**src/rtl/fp_alu_pkg.sv**
```systemverilog
// Shared opcode encodings, exception-flag bit positions and scheduler state type
// for the floating-point ALU scheduler.
package fp_alu_pkg;

  localparam logic [2:0] OP_NOP = 3'd0;
  localparam logic [2:0] OP_ADD = 3'd1;
  localparam logic [2:0] OP_SUB = 3'd2;
  localparam logic [2:0] OP_MUL = 3'd3;
  localparam logic [2:0] OP_DIV = 3'd4;
  localparam logic [2:0] OP_RND = 3'd5;
  localparam logic [2:0] OP_SLT = 3'd6;
  localparam logic [2:0] OP_INV = 3'd7;

  // Bit positions inside alu_flags / rsp_flags / flags_sticky
  localparam int FLG_DZ   = 0;
  localparam int FLG_QNAN = 1;
  localparam int FLG_SNAN = 2;
  localparam int FLG_INX  = 3;
  localparam int FLG_UF   = 4;
  localparam int FLG_OF   = 5;

  typedef enum logic [1:0] {
    S_IDLE = 2'd0,
    S_EXEC = 2'd1,
    S_RESP = 2'd2
  } sched_state_t;

endpackage

```
**src/rtl/fp_alu_scheduler_if.sv**
```systemverilog
// Bundle of requester, ALU and response signals around the shared FP ALU.
// master = requesters/ALU/consumer side, slave = the scheduler.
interface fp_alu_scheduler_if;
  logic        req0_valid;
  logic        req0_ready;
  logic [2:0]  req0_op;
  logic [31:0] req0_a;
  logic [31:0] req0_b;
  logic        req1_valid;
  logic        req1_ready;
  logic [2:0]  req1_op;
  logic [31:0] req1_a;
  logic [31:0] req1_b;
  logic [31:0] alu_input1;
  logic [31:0] alu_input2;
  logic [2:0]  alu_operation;
  logic [31:0] alu_result;
  logic [5:0]  alu_flags;
  logic        rsp_valid;
  logic        rsp_ready;
  logic        rsp_id;
  logic [31:0] rsp_result;
  logic [5:0]  rsp_flags;
  logic [5:0]  flags_sticky;
  logic        flags_clear;

  modport master (
    output req0_valid, req0_op, req0_a, req0_b,
    output req1_valid, req1_op, req1_a, req1_b,
    output alu_result, alu_flags, rsp_ready, flags_clear,
    input  req0_ready, req1_ready,
    input  alu_input1, alu_input2, alu_operation,
    input  rsp_valid, rsp_id, rsp_result, rsp_flags, flags_sticky
  );

  modport slave (
    input  req0_valid, req0_op, req0_a, req0_b,
    input  req1_valid, req1_op, req1_a, req1_b,
    input  alu_result, alu_flags, rsp_ready, flags_clear,
    output req0_ready, req1_ready,
    output alu_input1, alu_input2, alu_operation,
    output rsp_valid, rsp_id, rsp_result, rsp_flags, flags_sticky
  );
endinterface

```
**src/rtl/fp_rr_arbiter2.sv**
```systemverilog
// Two-way round-robin arbiter: a lone requester wins, a tie goes to the one
// that did not win last; last_grant advances only when i_update is asserted.
module fp_rr_arbiter2 (
  input  logic       clk,
  input  logic       reset,
  input  logic [1:0] i_req,
  input  logic       i_update,
  output logic       o_grant_valid,
  output logic       o_grant_id
);

  logic r_last_grant;

  // NOTE: every output of a combinational block gets a default before the
  // case so no path leaves it unassigned and infers a latch.
  always_comb begin
    o_grant_valid = |i_req;
    o_grant_id    = 1'b0;
    unique case (i_req)
      2'b10:   o_grant_id = 1'b1;
      2'b11:   o_grant_id = ~r_last_grant;
      default: o_grant_id = 1'b0;
    endcase
  end

  // Reset to 1 so requester 0 wins the first tie.
  // NOTE: sequential state uses non-blocking assignments so every flop
  // samples pre-edge values regardless of statement order.
  always_ff @(posedge clk) begin
    if (reset) begin
      r_last_grant <= 1'b1;
    end else if (i_update) begin
      r_last_grant <= o_grant_id;
    end
  end

endmodule

```
**src/rtl/fp_alu_scheduler.sv**
```systemverilog
// Shares one FP ALU between two requesters: round-robin grant, per-opcode
// hold window on the ALU inputs, response capture and sticky exception flags.
module fp_alu_scheduler
  import fp_alu_pkg::*;
#(
  parameter int LAT_ADD   = 2,
  parameter int LAT_MUL   = 3,
  parameter int LAT_DIV   = 12,
  parameter int LAT_OTHER = 1
) (
  input logic                clk,
  input logic                reset,
  fp_alu_scheduler_if.slave  bus
);

  localparam int LAT_AM  = (LAT_ADD > LAT_MUL) ? LAT_ADD : LAT_MUL;
  localparam int LAT_DO  = (LAT_DIV > LAT_OTHER) ? LAT_DIV : LAT_OTHER;
  localparam int LAT_MAX = (LAT_AM > LAT_DO) ? LAT_AM : LAT_DO;
  localparam int CNT_W   = (LAT_MAX > 2) ? $clog2(LAT_MAX) : 1;

  sched_state_t     r_state, w_state_nxt;
  logic [CNT_W-1:0] r_cnt, w_lat_load;
  logic [2:0]       r_op, w_sel_op;
  logic [31:0]      r_a, r_b, w_sel_a, w_sel_b;
  logic             r_id;
  logic             r_rsp_id;
  logic [31:0]      r_rsp_result;
  logic [5:0]       r_rsp_flags, r_sticky;
  logic             w_grant_valid, w_grant_id, w_accept, w_capture;

  fp_rr_arbiter2 u_arb (
    .clk           (clk),
    .reset         (reset),
    .i_req         ({bus.req1_valid, bus.req0_valid}),
    .i_update      (w_accept),
    .o_grant_valid (w_grant_valid),
    .o_grant_id    (w_grant_id)
  );

  always_comb begin
    w_sel_op = w_grant_id ? bus.req1_op : bus.req0_op;
    w_sel_a  = w_grant_id ? bus.req1_a  : bus.req0_a;
    w_sel_b  = w_grant_id ? bus.req1_b  : bus.req0_b;
  end

  // Counter is loaded with LAT-1 so capture happens in the LAT-th EXEC cycle.
  always_comb begin
    w_lat_load = CNT_W'(LAT_OTHER - 1);
    unique case (w_sel_op)
      OP_ADD, OP_SUB: w_lat_load = CNT_W'(LAT_ADD - 1);
      OP_MUL:         w_lat_load = CNT_W'(LAT_MUL - 1);
      OP_DIV:         w_lat_load = CNT_W'(LAT_DIV - 1);
      default:        w_lat_load = CNT_W'(LAT_OTHER - 1);
    endcase
  end

  always_ff @(posedge clk) begin
    if (reset) begin
      r_state <= S_IDLE;
    end else begin
      r_state <= w_state_nxt;
    end
  end

  always_comb begin
    w_state_nxt = r_state;
    w_accept    = 1'b0;
    w_capture   = 1'b0;
    unique case (r_state)
      S_IDLE: begin
        if (w_grant_valid) begin
          w_accept    = 1'b1;
          w_state_nxt = S_EXEC;
        end
      end
      S_EXEC: begin
        if (r_cnt == '0) begin
          w_capture   = 1'b1;
          w_state_nxt = S_RESP;
        end
      end
      S_RESP: begin
        if (bus.rsp_ready) w_state_nxt = S_IDLE;
      end
      default: w_state_nxt = S_IDLE;
    endcase
  end

  // NOTE: the latched operand registers carry no reset; they are only ever
  // observed through outputs gated by the state, which is reset.
  always_ff @(posedge clk) begin
    if (w_accept) begin
      r_op <= w_sel_op;
      r_a  <= w_sel_a;
      r_b  <= w_sel_b;
      r_id <= w_grant_id;
    end
  end

  always_ff @(posedge clk) begin
    if (reset) begin
      r_cnt        <= '0;
      r_rsp_id     <= 1'b0;
      r_rsp_result <= '0;
      r_rsp_flags  <= '0;
      r_sticky     <= '0;
    end else begin
      if (w_accept) begin
        r_cnt <= w_lat_load;
      end else if (r_state == S_EXEC && r_cnt != '0) begin
        r_cnt <= r_cnt - 1'b1;
      end
      if (w_capture) begin
        r_rsp_id     <= r_id;
        r_rsp_result <= bus.alu_result;
        r_rsp_flags  <= bus.alu_flags;
        // A clear coinciding with capture keeps only the new flags.
        r_sticky     <= (bus.flags_clear ? 6'd0 : r_sticky) | bus.alu_flags;
      end else if (bus.flags_clear) begin
        r_sticky <= '0;
      end
    end
  end

  assign bus.req0_ready    = (r_state == S_IDLE) && w_grant_valid && !w_grant_id;
  assign bus.req1_ready    = (r_state == S_IDLE) && w_grant_valid &&  w_grant_id;
  assign bus.alu_input1    = (r_state == S_EXEC) ? r_a  : 32'd0;
  assign bus.alu_input2    = (r_state == S_EXEC) ? r_b  : 32'd0;
  assign bus.alu_operation = (r_state == S_EXEC) ? r_op : 3'd0;
  assign bus.rsp_valid     = (r_state == S_RESP);
  assign bus.rsp_id        = r_rsp_id;
  assign bus.rsp_result    = r_rsp_result;
  assign bus.rsp_flags     = r_rsp_flags;
  assign bus.flags_sticky  = r_sticky;

endmodule

```
**src/flat_wrapper.sv**
```systemverilog
// flat-port wrapper written by rule: the top's interface ports become plain ports
module fp_alu_scheduler_flat import fp_alu_pkg::*;
#(
  parameter int LAT_ADD   = 2,
  parameter int LAT_MUL   = 3,
  parameter int LAT_DIV   = 12,
  parameter int LAT_OTHER = 1
)
  (clk, reset, bus_req0_valid, bus_req0_op, bus_req0_a, bus_req0_b, bus_req1_valid, bus_req1_op, bus_req1_a, bus_req1_b, bus_alu_result, bus_alu_flags, bus_rsp_ready, bus_flags_clear, bus_req0_ready, bus_req1_ready, bus_alu_input1, bus_alu_input2, bus_alu_operation, bus_rsp_valid, bus_rsp_id, bus_rsp_result, bus_rsp_flags, bus_flags_sticky);
  fp_alu_scheduler_if bus_i ();
  input logic clk;
  input logic reset;
  input wire logic [$bits(bus_i.req0_valid)-1:0] bus_req0_valid;
  input wire logic [$bits(bus_i.req0_op)-1:0] bus_req0_op;
  input wire logic [$bits(bus_i.req0_a)-1:0] bus_req0_a;
  input wire logic [$bits(bus_i.req0_b)-1:0] bus_req0_b;
  input wire logic [$bits(bus_i.req1_valid)-1:0] bus_req1_valid;
  input wire logic [$bits(bus_i.req1_op)-1:0] bus_req1_op;
  input wire logic [$bits(bus_i.req1_a)-1:0] bus_req1_a;
  input wire logic [$bits(bus_i.req1_b)-1:0] bus_req1_b;
  input wire logic [$bits(bus_i.alu_result)-1:0] bus_alu_result;
  input wire logic [$bits(bus_i.alu_flags)-1:0] bus_alu_flags;
  input wire logic [$bits(bus_i.rsp_ready)-1:0] bus_rsp_ready;
  input wire logic [$bits(bus_i.flags_clear)-1:0] bus_flags_clear;
  output wire logic [$bits(bus_i.req0_ready)-1:0] bus_req0_ready;
  output wire logic [$bits(bus_i.req1_ready)-1:0] bus_req1_ready;
  output wire logic [$bits(bus_i.alu_input1)-1:0] bus_alu_input1;
  output wire logic [$bits(bus_i.alu_input2)-1:0] bus_alu_input2;
  output wire logic [$bits(bus_i.alu_operation)-1:0] bus_alu_operation;
  output wire logic [$bits(bus_i.rsp_valid)-1:0] bus_rsp_valid;
  output wire logic [$bits(bus_i.rsp_id)-1:0] bus_rsp_id;
  output wire logic [$bits(bus_i.rsp_result)-1:0] bus_rsp_result;
  output wire logic [$bits(bus_i.rsp_flags)-1:0] bus_rsp_flags;
  output wire logic [$bits(bus_i.flags_sticky)-1:0] bus_flags_sticky;
  assign bus_i.req0_valid = bus_req0_valid;
  assign bus_i.req0_op = bus_req0_op;
  assign bus_i.req0_a = bus_req0_a;
  assign bus_i.req0_b = bus_req0_b;
  assign bus_i.req1_valid = bus_req1_valid;
  assign bus_i.req1_op = bus_req1_op;
  assign bus_i.req1_a = bus_req1_a;
  assign bus_i.req1_b = bus_req1_b;
  assign bus_i.alu_result = bus_alu_result;
  assign bus_i.alu_flags = bus_alu_flags;
  assign bus_i.rsp_ready = bus_rsp_ready;
  assign bus_i.flags_clear = bus_flags_clear;
  assign bus_req0_ready = bus_i.req0_ready;
  assign bus_req1_ready = bus_i.req1_ready;
  assign bus_alu_input1 = bus_i.alu_input1;
  assign bus_alu_input2 = bus_i.alu_input2;
  assign bus_alu_operation = bus_i.alu_operation;
  assign bus_rsp_valid = bus_i.rsp_valid;
  assign bus_rsp_id = bus_i.rsp_id;
  assign bus_rsp_result = bus_i.rsp_result;
  assign bus_rsp_flags = bus_i.rsp_flags;
  assign bus_flags_sticky = bus_i.flags_sticky;
  fp_alu_scheduler #(.LAT_ADD(LAT_ADD), .LAT_MUL(LAT_MUL), .LAT_DIV(LAT_DIV), .LAT_OTHER(LAT_OTHER)) u_core (.clk(clk), .reset(reset), .bus(bus_i));
endmodule
```
**config.mk**
```make
export PLATFORM = sky130hd
export DESIGN_NAME = fp_alu_scheduler_flat
export DESIGN_NICKNAME = d
export VERILOG_FILES = /design/src/rtl/fp_alu_pkg.sv /design/src/rtl/fp_alu_scheduler_if.sv /design/src/rtl/fp_rr_arbiter2.sv /design/src/rtl/fp_alu_scheduler.sv /design/src/flat_wrapper.sv
export SDC_FILE = /design/constraint.sdc
export NUM_CORES = 1
export LEC_CHECK = 0
export BUFFER_PORTS_ARGS = -buffer_cell sky130_fd_sc_hd__buf_4
export CORE_AREA = 2 2 114 116
export CTS_BUF_LIST = sky130_fd_sc_hd__clkbuf_4
export DETAILED_ROUTE_END_ITERATION = 8
export DIE_AREA = 0 0 116 118
export PLACE_DENSITY = 0.77
export SYNTH_ARGS = -nofsm -noshare
export SYNTH_HDL_FRONTEND = slang
export SYNTH_HIERARCHICAL = 1
export SYNTH_SLANG_ARGS = --single-unit
```
**constraint.sdc**
```tcl
create_clock -name clk -period 2.35 [get_ports clk]
set_input_delay 0.235 -clock clk [delete_from_list [all_inputs] [get_ports clk]]
set_output_delay 0.235 -clock clk [all_outputs]
set_load 0.02 [all_outputs]
```
Yosys cells after proc, flatten, opt, wreduce, memory -nomap -nowiden --
Cells that the tools add are included.
Word-level totals: word-level logic and storage cells 57, register bits 120, bits of input ports 178
Cells by class: equal/unequal tests 11, add/subtract/negate cells 1, mux-type cells 20, bitwise logic cells 2, reduce and logical (&&, ||, !) cells 12
Operator list (count):
- 2-to-1 mux 32 bit | 4
- 2-to-1 mux 6 bit | 2
- case mux 4 bit (3 select lines) | 1
- 2-to-1 mux 4 bit | 2
- == test 2 bit (second input constant) | 3
- == test 3 x 2 -> 1 bit (second input constant) | 2
- 2-to-1 mux 2 bit | 3
- 2-to-1 mux 3 bit | 2
- OR 6 bit | 1
- case mux 2 bit (3 select lines) | 1
- logical AND 1 bit | 4
- zero test 4 bit | 1
- 2-to-1 mux 1 bit | 4
- inequality test 2 x 1 -> 1 bit (second input constant) | 2
- nonzero test 4 bit | 1
- OR reduction 2 bit | 2
- subtractor 4 x 1 -> 4 bit (second input constant) | 1
- == test 3 x 1 -> 1 bit (second input constant) | 1
- == test 3 bit (second input constant) | 1
- AND reduction 3 bit | 1
- == test 2 x 1 -> 1 bit (second input constant) | 1
- zero test 2 bit | 1
- inequality test 2 bit (second input constant) | 1
- case mux 1 bit (2 select lines) | 1
- other kinds (3) | 3

Depth between registers and ports, before layout --
Gate-level depths: netlist of run 1.
depth in word-level cells 7, gate-level depth with buffers 8, mapped depth without buffers 6

Hierarchy --
The synthesis of run 1 kept the hierarchy.
By module, submodules not included:
- fp_alu_scheduler | area each 5248.8 sq um, seq. area each 3062.9 sq um, times used 1, cells an instance 454
- fp_rr_arbiter2 | area each 48.8 sq um, seq. area each 20.0 sq um, times used 1, cells an instance 5

Worst setup path before layout of run 1 --
Ideal clock, no wire load.
path type register -> output, from reg u_core.r_state[0], to out bus_req1_ready, arrival time 1.889 ns, cell stages (with the launch flop) 4, slack 0.226 ns, cells stage by stage dfxtp_1 > or3b_4 > inv_2 > and2_1
On the way: cells in the longest elaborated chain, start to end 3
Ends and longest elaborated chain:
- start, declared | line fp_alu_scheduler.sv:21 | sched_state_t r_state, w_state_nxt;
- start signal, assigned | line fp_alu_scheduler.sv:61 | r_state <= w_state_nxt;
- zero test 2 bit | line fp_alu_scheduler.sv:126 | assign bus.req1_ready = (r_state == S_IDLE) && w_grant_valid && w_grant_id;
- logical AND 1 bit (2 in series) | line fp_alu_scheduler.sv:126
- end, declared | line flat_wrapper.sv:26 | output wire logic [$bits(bus_i.req1_ready)-1:0] bus_req1_ready;
No other way between the ends.

Final worst setup path of run 1 --
from reg u_core.u_arb.r_last_grant, to reg u_core.r_b[14] (data pin)
On the way: cells in the longest elaborated chain, start to end 3
Ends and longest elaborated chain:
- start, declared | line fp_rr_arbiter2.sv:12 | logic r_last_grant;
- start signal, assigned | line fp_rr_arbiter2.sv:33 | r_last_grant <= o_grant_id;
- NOT 1 bit | line fp_rr_arbiter2.sv:21 | 2'b11: o_grant_id = ~r_last_grant;
- case mux 1 bit (2 select lines) | line fp_rr_arbiter2.sv:19 | unique case (i_req)
- named net u_core.w_grant_id | line fp_alu_scheduler.sv:29 | logic w_grant_valid, w_grant_id, w_accept, w_capture;
- 2-to-1 mux 32 bit | line fp_alu_scheduler.sv:43 | w_sel_b = w_grant_id ? bus.req1_b : bus.req0_b;
- named net u_core.w_sel_b[14] | line fp_alu_scheduler.sv:24 | logic [31:0] r_a, r_b, w_sel_a, w_sel_b;
- end signal, assigned | line fp_alu_scheduler.sv:95 | r_b <= w_sel_b;
- end, declared | line fp_alu_scheduler.sv:24
The timed path passes the listed nets, and every way through them passes these cells. A chain may end at the register's enable or synchronous reset.

==> flow_metrics.tcl, run 1 <==
set metrics [dict create \
    clk_latency_ns 0.49 \
    synth_warnings 6 \
    worstMarginPinSlew_ns 0.568 \
    max_stage_delay_ns 0.57 \
    final_common_cell "buf_4" \
    startpoint "u_core/u_arb/r_last_grant" \
    switchingPower_uw 2830 \
    dpl_worst_slack_ns 0.547 \
    avgSynthCellArea_um2 11.5 \
    synth.top_cell.area_share 0.385 \
    grt_pass1_wl_um 25000 \
    cp-start-kind "flip-flop" \
    cellInternalPower_uw 5240 \
    final_cell_mix "buf_4, dlygate4sd3_1, nand2_1" \
    synthesis.nets 639 \
    crit_type "flip-flop to flip-flop" \
    r2r_slack_ns 0.09 \
    status "finished, final reports clean" \
    ir_worst_vdd_mv 0.456 \
    synthesis.instances 459 \
    wl_um 16900 \
    wire_per_inst_um 16.3 \
    fin_crit_ns 2.26 \
    ys.flop_type "edfxtp_1" \
    ctsHtreeMaxLevel 4 \
    place.gp.congestion 0.827 \
    gr-total-overflow 0 \
    clockPowerShare 0.201 \
    drc 0 \
    critPathCaptureType "flip-flop" \
    slew_viol_final 0 \
    cts_inserted_buffers 17 \
    hold_depth 2 \
    dr.pass1.iters 5 \
    final_core_util 0.724 \
    synthesis.area_um2 5300 \
    critPathCapture "u_core/r_b[14]" \
    path_cells "a21boi_4, buf_4, mux2_2, dlygate4sd3_1" \
    tritoncts "built" \
    placement_rows 41 \
    drtIter0Drc 238 \
    syn2layout_area_growth_pct 69.7 \
    slowest_stage "dlygate4sd3_1" \
    tns_ns 0 \
    die_h_um 118 \
    regToRegEndpoint "u_core/r_b[14]" \
    p_per_area_nw_per_um2 899 \
    sw_frac_of_total 0.351 \
    via_per_inst 4.80 \
    core_um2 12400 \
    dp.cells 903 \
    drv_cap 0 \
    setup_viol 0 \
    clock-skew-final_ns 0.0144 \
    maxSlewHeadroom 0.622 \
    p_leak_uw 0.00391 \
    yosysSeqAreaShare 0.582 \
    max-clock-path-buffers 2 \
    power_frac_seq 0.377 \
    antenna_found_initial 1 \
    portBuffers 292 \
    cts_root_buf "clkbuf_4" \
    hpwl_um 11200 \
    crit_required_ns 2.58 \
    comb_power_share 0.422 \
    ys_async_sr_fraction 0 \
    via_count 4974 \
    drive_gt1_frac 0.476 \
    finalCritPeriodShare 0.962 \
    cts.sinks 120 \
    synth_top_area_cell "edfxtp_1" \
    die_area_um2 13700 \
    yosys-top-cells-area "edfxtp_1, dfxtp_1, mux2_2" \
    ys_ff_latch 120 \
    reg2reg_depth 4 \
    fin_ws_ns 0.0896 \
    yosysUniqueCellTypes 40 \
    hold_ws_ns 0.0486 \
    clkTransAtPathRegs_ns 0.11 \
    rsz0062_at_grt "false" \
    arrival_ns 2.49 \
    fin_cells 1036 \
    track_usage 0.238 \
    start_util 0.427 \
    design.portCount 293 \
    grt_pass1_vias 5181 \
    detail-route-antenna-nets 0 \
    fmax_ghz 0.442 \
    r2r_start "u_core/u_arb/r_last_grant" \
    cp_max_fo 26 \
    hold_viol 0 \
    layout.nets 1030 \
    synth_edf_count 68 \
    grt_max_degree 54 \
    die_w_um 116 \
    hold_class "input port to flip-flop" \
]
metal layers:
layer  vias to the layer above  share of wire  global-route usage
li1                       2360              -                   -
met1                      2335           0.36               0.249
met2                       233           0.54               0.425
met3                        46          0.065              0.0613
met4                         0          0.036               0.136
met5                         -              0                   0
worst min-delay path by stage:
stage | from | to | slack, ns
global route | bus_req0_a[0] | u_core/r_a[0] | 0.01
detailed placement | u_core/bus.rsp_flags[5] | u_core/bus.rsp_flags[5] | 0.45
floorplan | reset | u_core/u_arb/r_last_grant | 0.33
global placement | u_core/bus.rsp_result[8] | u_core/bus.rsp_result[8] | 0.44
finish | bus_req0_b[9] | u_core/r_b[9] | 0.05
CTS | bus_req0_b[21] | u_core/r_b[21] | 0.00004
kinds of logic after synthesis:
logic type | share of synthesized area
flops | 0.582
buf+inv | 0.0309
mux | 0.148
fa+ha+maj | 0.00472
compound gates | 0.0612
xor+xnor | 0.00331
simple gates | 0.170
final cells by class:
| type | count | area (um^2) |
|---|---|---|
| fillers | 875 | 3430 |
| repair buffers | 401 | 3290 |
| flip-flops and latches | 120 | 3080 |
| multi-input cells | 305 | 2070 |
| well taps | 172 | 215 |
| clock inverters | 14 | 176 |
| clock buffers | 18 | 135 |
| inverters | 5 | 18.8 |
| diodes | 1 | 2.50 |
repair_timing:
item,CTS,global route
buffers inserted,0,0
hold buffers,88,12
setup endpoints to repair,0,2
gates resized for setup,0,2
endpoints found under the hold margin,71,9
synth_stat cells (2+ instances only):
master / number
nand2_1: 81
and2_1: 69
edfxtp_1: 68
mux2_2: 64
dfxtp_1: 52
a21oi_1: 50
clkbuf_1: 14
buf_2: 11
nand2b_1: 9
buf_6: 3
inv_1: 3
nor2b_1: 3
nor3_1: 3
ha_1: 2
inv_2: 2
power by group through the flow:
stage	registers [uW]	clock network (uW)	logic (uW)
6_report	3050	1620	3410
5_1_grt	3100	1750	3640
4_1_cts	3040	1670	3370
2_1_floorplan	3230	0	1690
3_5_place_dp	3090	0	3210
3_3_place_gp	3060	0	3140
worst max-delay path: cells and delay by family, from the launching register on:
family                 cells  cell delay (ns)
AO/OA/AOI/OAI              1             0.30
buffers and inverters      2             0.97
flip-flops                 1             0.35
multiplexers               1             0.39
flip-flops by register name, indices dropped and copies added (netlist names):
| register | cells |
|---|---|
| u_core/bus.rsp_flags | 6 |
| u_core/r_a | 32 |
| u_core/bus.flags_sticky | 6 |
| u_core/r_id | 1 |
| u_core/r_state | 2 |
| u_core/r_cnt | 4 |
| u_core/bus.rsp_result | 32 |
| u_core/r_b | 32 |
| u_core/bus.rsp_id | 1 |
| u_core/u_arb/r_last_grant | 1 |
| u_core/r_op | 3 |
per-stage QoR:
stage	power [uW]	instance area, um^2
after floorplan	4920	5300
after global placement	6200	7660
after detailed placement	6290	7660
after CTS	8080	8860
after global routing	8490	8990
final	8080	8990
Note: power is estimated with default switching activity, not from simulation.
==> run 2: changes to the inputs <==
--- a/config.mk
+++ b/config.mk
@@ -6,11 +6,12 @@
 export NUM_CORES = 1
 export LEC_CHECK = 0
 export BUFFER_PORTS_ARGS = -buffer_cell sky130_fd_sc_hd__buf_4
-export CORE_AREA = 2 2 114 116
-export CTS_BUF_LIST = sky130_fd_sc_hd__clkbuf_4
+export CORE_AREA = 2 2 115 117
 export DETAILED_ROUTE_END_ITERATION = 8
-export DIE_AREA = 0 0 116 118
-export PLACE_DENSITY = 0.77
+export DIE_AREA = 0 0 117 119
+export GPL_TIMING_DRIVEN = 0
+export HOLD_SLACK_MARGIN = 0.08
+export PLACE_DENSITY = 0.76
 export SYNTH_ARGS = -nofsm -noshare
 export SYNTH_HDL_FRONTEND = slang
 export SYNTH_HIERARCHICAL = 1
==> run 2 against run 1 <==
Compared with the run above: wire length fell by 12%; clock power rose by 48%; worst setup slack improved by 0.051 ns; design area fell by 5.8%; die area rose by 1.7%; critical path type is now flip-flop to output port; cell count fell by 5.6%; clock skew fell by 0.0063 ns; combinational power fell by 5%; sequential share of layout area rose by 2.1 points; via count fell by 8.7%.
==> flow_metrics.tcl, run 2 (same netlist as run 1, synthesis figures left out) <==
set metrics [dict create \
    status "finished, final reports clean" \
    drtIter0Drc 229 \
    critPathCaptureType "output port" \
    detail-route-antenna-nets 0 \
    die_area_um2 13900 \
    multi_input_area_um2 2050 \
    hold_class "input port to flip-flop" \
    die_h_um 119 \
    top_layer_used "met4" \
    max-clock-path-buffers 2 \
    hold_end "u_core/bus.rsp_result[16]" \
    drv_cap 0 \
    clock-skew-final_ns 0.00815 \
    gr-total-overflow 0 \
    track_usage 0.210 \
    slew_viol_final 0 \
    p_leak_uw 0.00370 \
    arrival_ns 1.97 \
    design.portCount 293 \
    power.total_uw 8670 \
    reg2reg_depth 5 \
    grt_max_degree 76 \
    wl_met3_um 958 \
    finalCritPeriodShare 0.940 \
    clkTransAtPathRegs_ns 0.06 \
    maxSlewHeadroom 0.649 \
    hp-start "bus_alu_result[16]" \
    clk_latency_ns 0.40 \
    cts_inserted_buffers 17 \
    wl_met1_um 5570 \
    dr_wl_met2_um 8010 \
    antenna_found_initial 0 \
    place.gp.congestion 0.806 \
    cts.sinks 120 \
    wire_per_inst_um 15.2 \
    wl_um 14800 \
    setup_viol 0 \
    fmax_ghz 0.453 \
    via_count 4543 \
    grt_pass1_vias 4522 \
    worstMarginPinSlew_ns 0.527 \
    via_per_inst 4.65 \
    cp_max_fo 10 \
    portBuffers 292 \
    cts_root_buf "clkbuf_16" \
    tritoncts "built" \
    dr.pass1.iters 5 \
    p_per_area_nw_per_um2 1020 \
    num_antenna_cells 0 \
    start_util 0.411 \
    hold_ws_ns 0.0993 \
    cts_setup_buffers 0 \
    crit_required_ns 2.12 \
    r2r_start "u_core/u_arb/r_last_grant" \
    drive_gt1_frac 0.514 \
    final_core_util 0.658 \
    drc 0 \
    ctsHtreeMaxLevel 4 \
    hold_depth 3 \
    grt_pass1_wl_um 22200 \
    regToRegEndpoint "u_core/r_a[24]" \
    cp-start-kind "flip-flop" \
    rsz0062_at_grt "false" \
    layout.nets 969 \
    crit_type "flip-flop to output port" \
    final_cell_mix "buf_4, nand2_1, and2_1" \
    fin_crit_ns 2.21 \
    hpwl_um 11200 \
    die_w_um 117 \
    core_um2 12900 \
    hold_viol 0 \
    final_common_cell "buf_4" \
    placement_rows 42 \
    r2r_slack_ns 0.41 \
    final-seq-area_um2 3080 \
    n_fill_cell 998 \
    syn2layout_area_growth_pct 59.8 \
    ir_worst_vdd_mv 0.553 \
]
-- run 2: routing by layer --
layer | track usage | vias up
met5 | 0 | -
met4 | 0.0801 | 0
met3 | 0.0611 | 22
met2 | 0.382 | 184
met1 | 0.225 | 2096
li1 | - | 2241
-- run 2: stage by stage --
stage | worst slack (ns) | cell area [um^2] | setup TNS, ns | std cells
global route | 0.00199 | 8470 | 0 | 978
floorplan | 0.226 | 5300 | 0 | 459
global placement | -0.218 | 7710 | -0.771 | 927
detailed placement | 0.194 | 7710 | 0 | 927
CTS | 0.0400 | 8470 | 0 | 978
finish | 0.141 | 8470 | 0 | 978
-- run 2: critical path: stages (launching register included) --
cell	delay (ns)
dfxtp_1	0.40
and2b_2	0.28
buf_2	0.26
clkbuf_1	0.29
and2_1	0.20
buf_4	0.15
-- run 2: worst max-delay path by stage --
stage	slack, ns	from	end
4_1_cts	0.04	u_core/r_state[0]	bus_req1_ready
2_1_floorplan	0.23	u_core/r_state[0]	bus_req1_ready
5_1_grt	0.002	u_core/r_state[0]	bus_alu_input2[26]
3_3_place_gp	-0.22	bus_req0_valid	bus_req1_ready
3_5_place_dp	0.19	bus_req0_valid	bus_req1_ready
6_report	0.14	u_core/r_state[0]	bus_alu_input2[26]
-- run 2: cell type report --
class	count	area share
inverter	5	0.00310
tap	176	0.0260
timing repair buffer	311	0.281
sequential	120	0.364
buffer	29	0.0171
clock inverter	10	0.00739
clock buffer	22	0.0587
multi-input combinational	305	0.242
-- run 2: power breakdown --
group          leakage, uW  total (uW)  internal, uW  switching [uW]
Clock             0.000286        2390          1500             889
Sequential         0.00109        3040          2860             180
Combinational      0.00233        3240          1410            1830
Total              0.00370        8670          5760            2900
-- run 2: timing repair --
item                                    CTS  global route
endpoints found under the setup margin    2             1
hold buffers                             19             0
resized for setup                         2             1
endpoints found under the hold margin    19             0
cloned                                    0             0
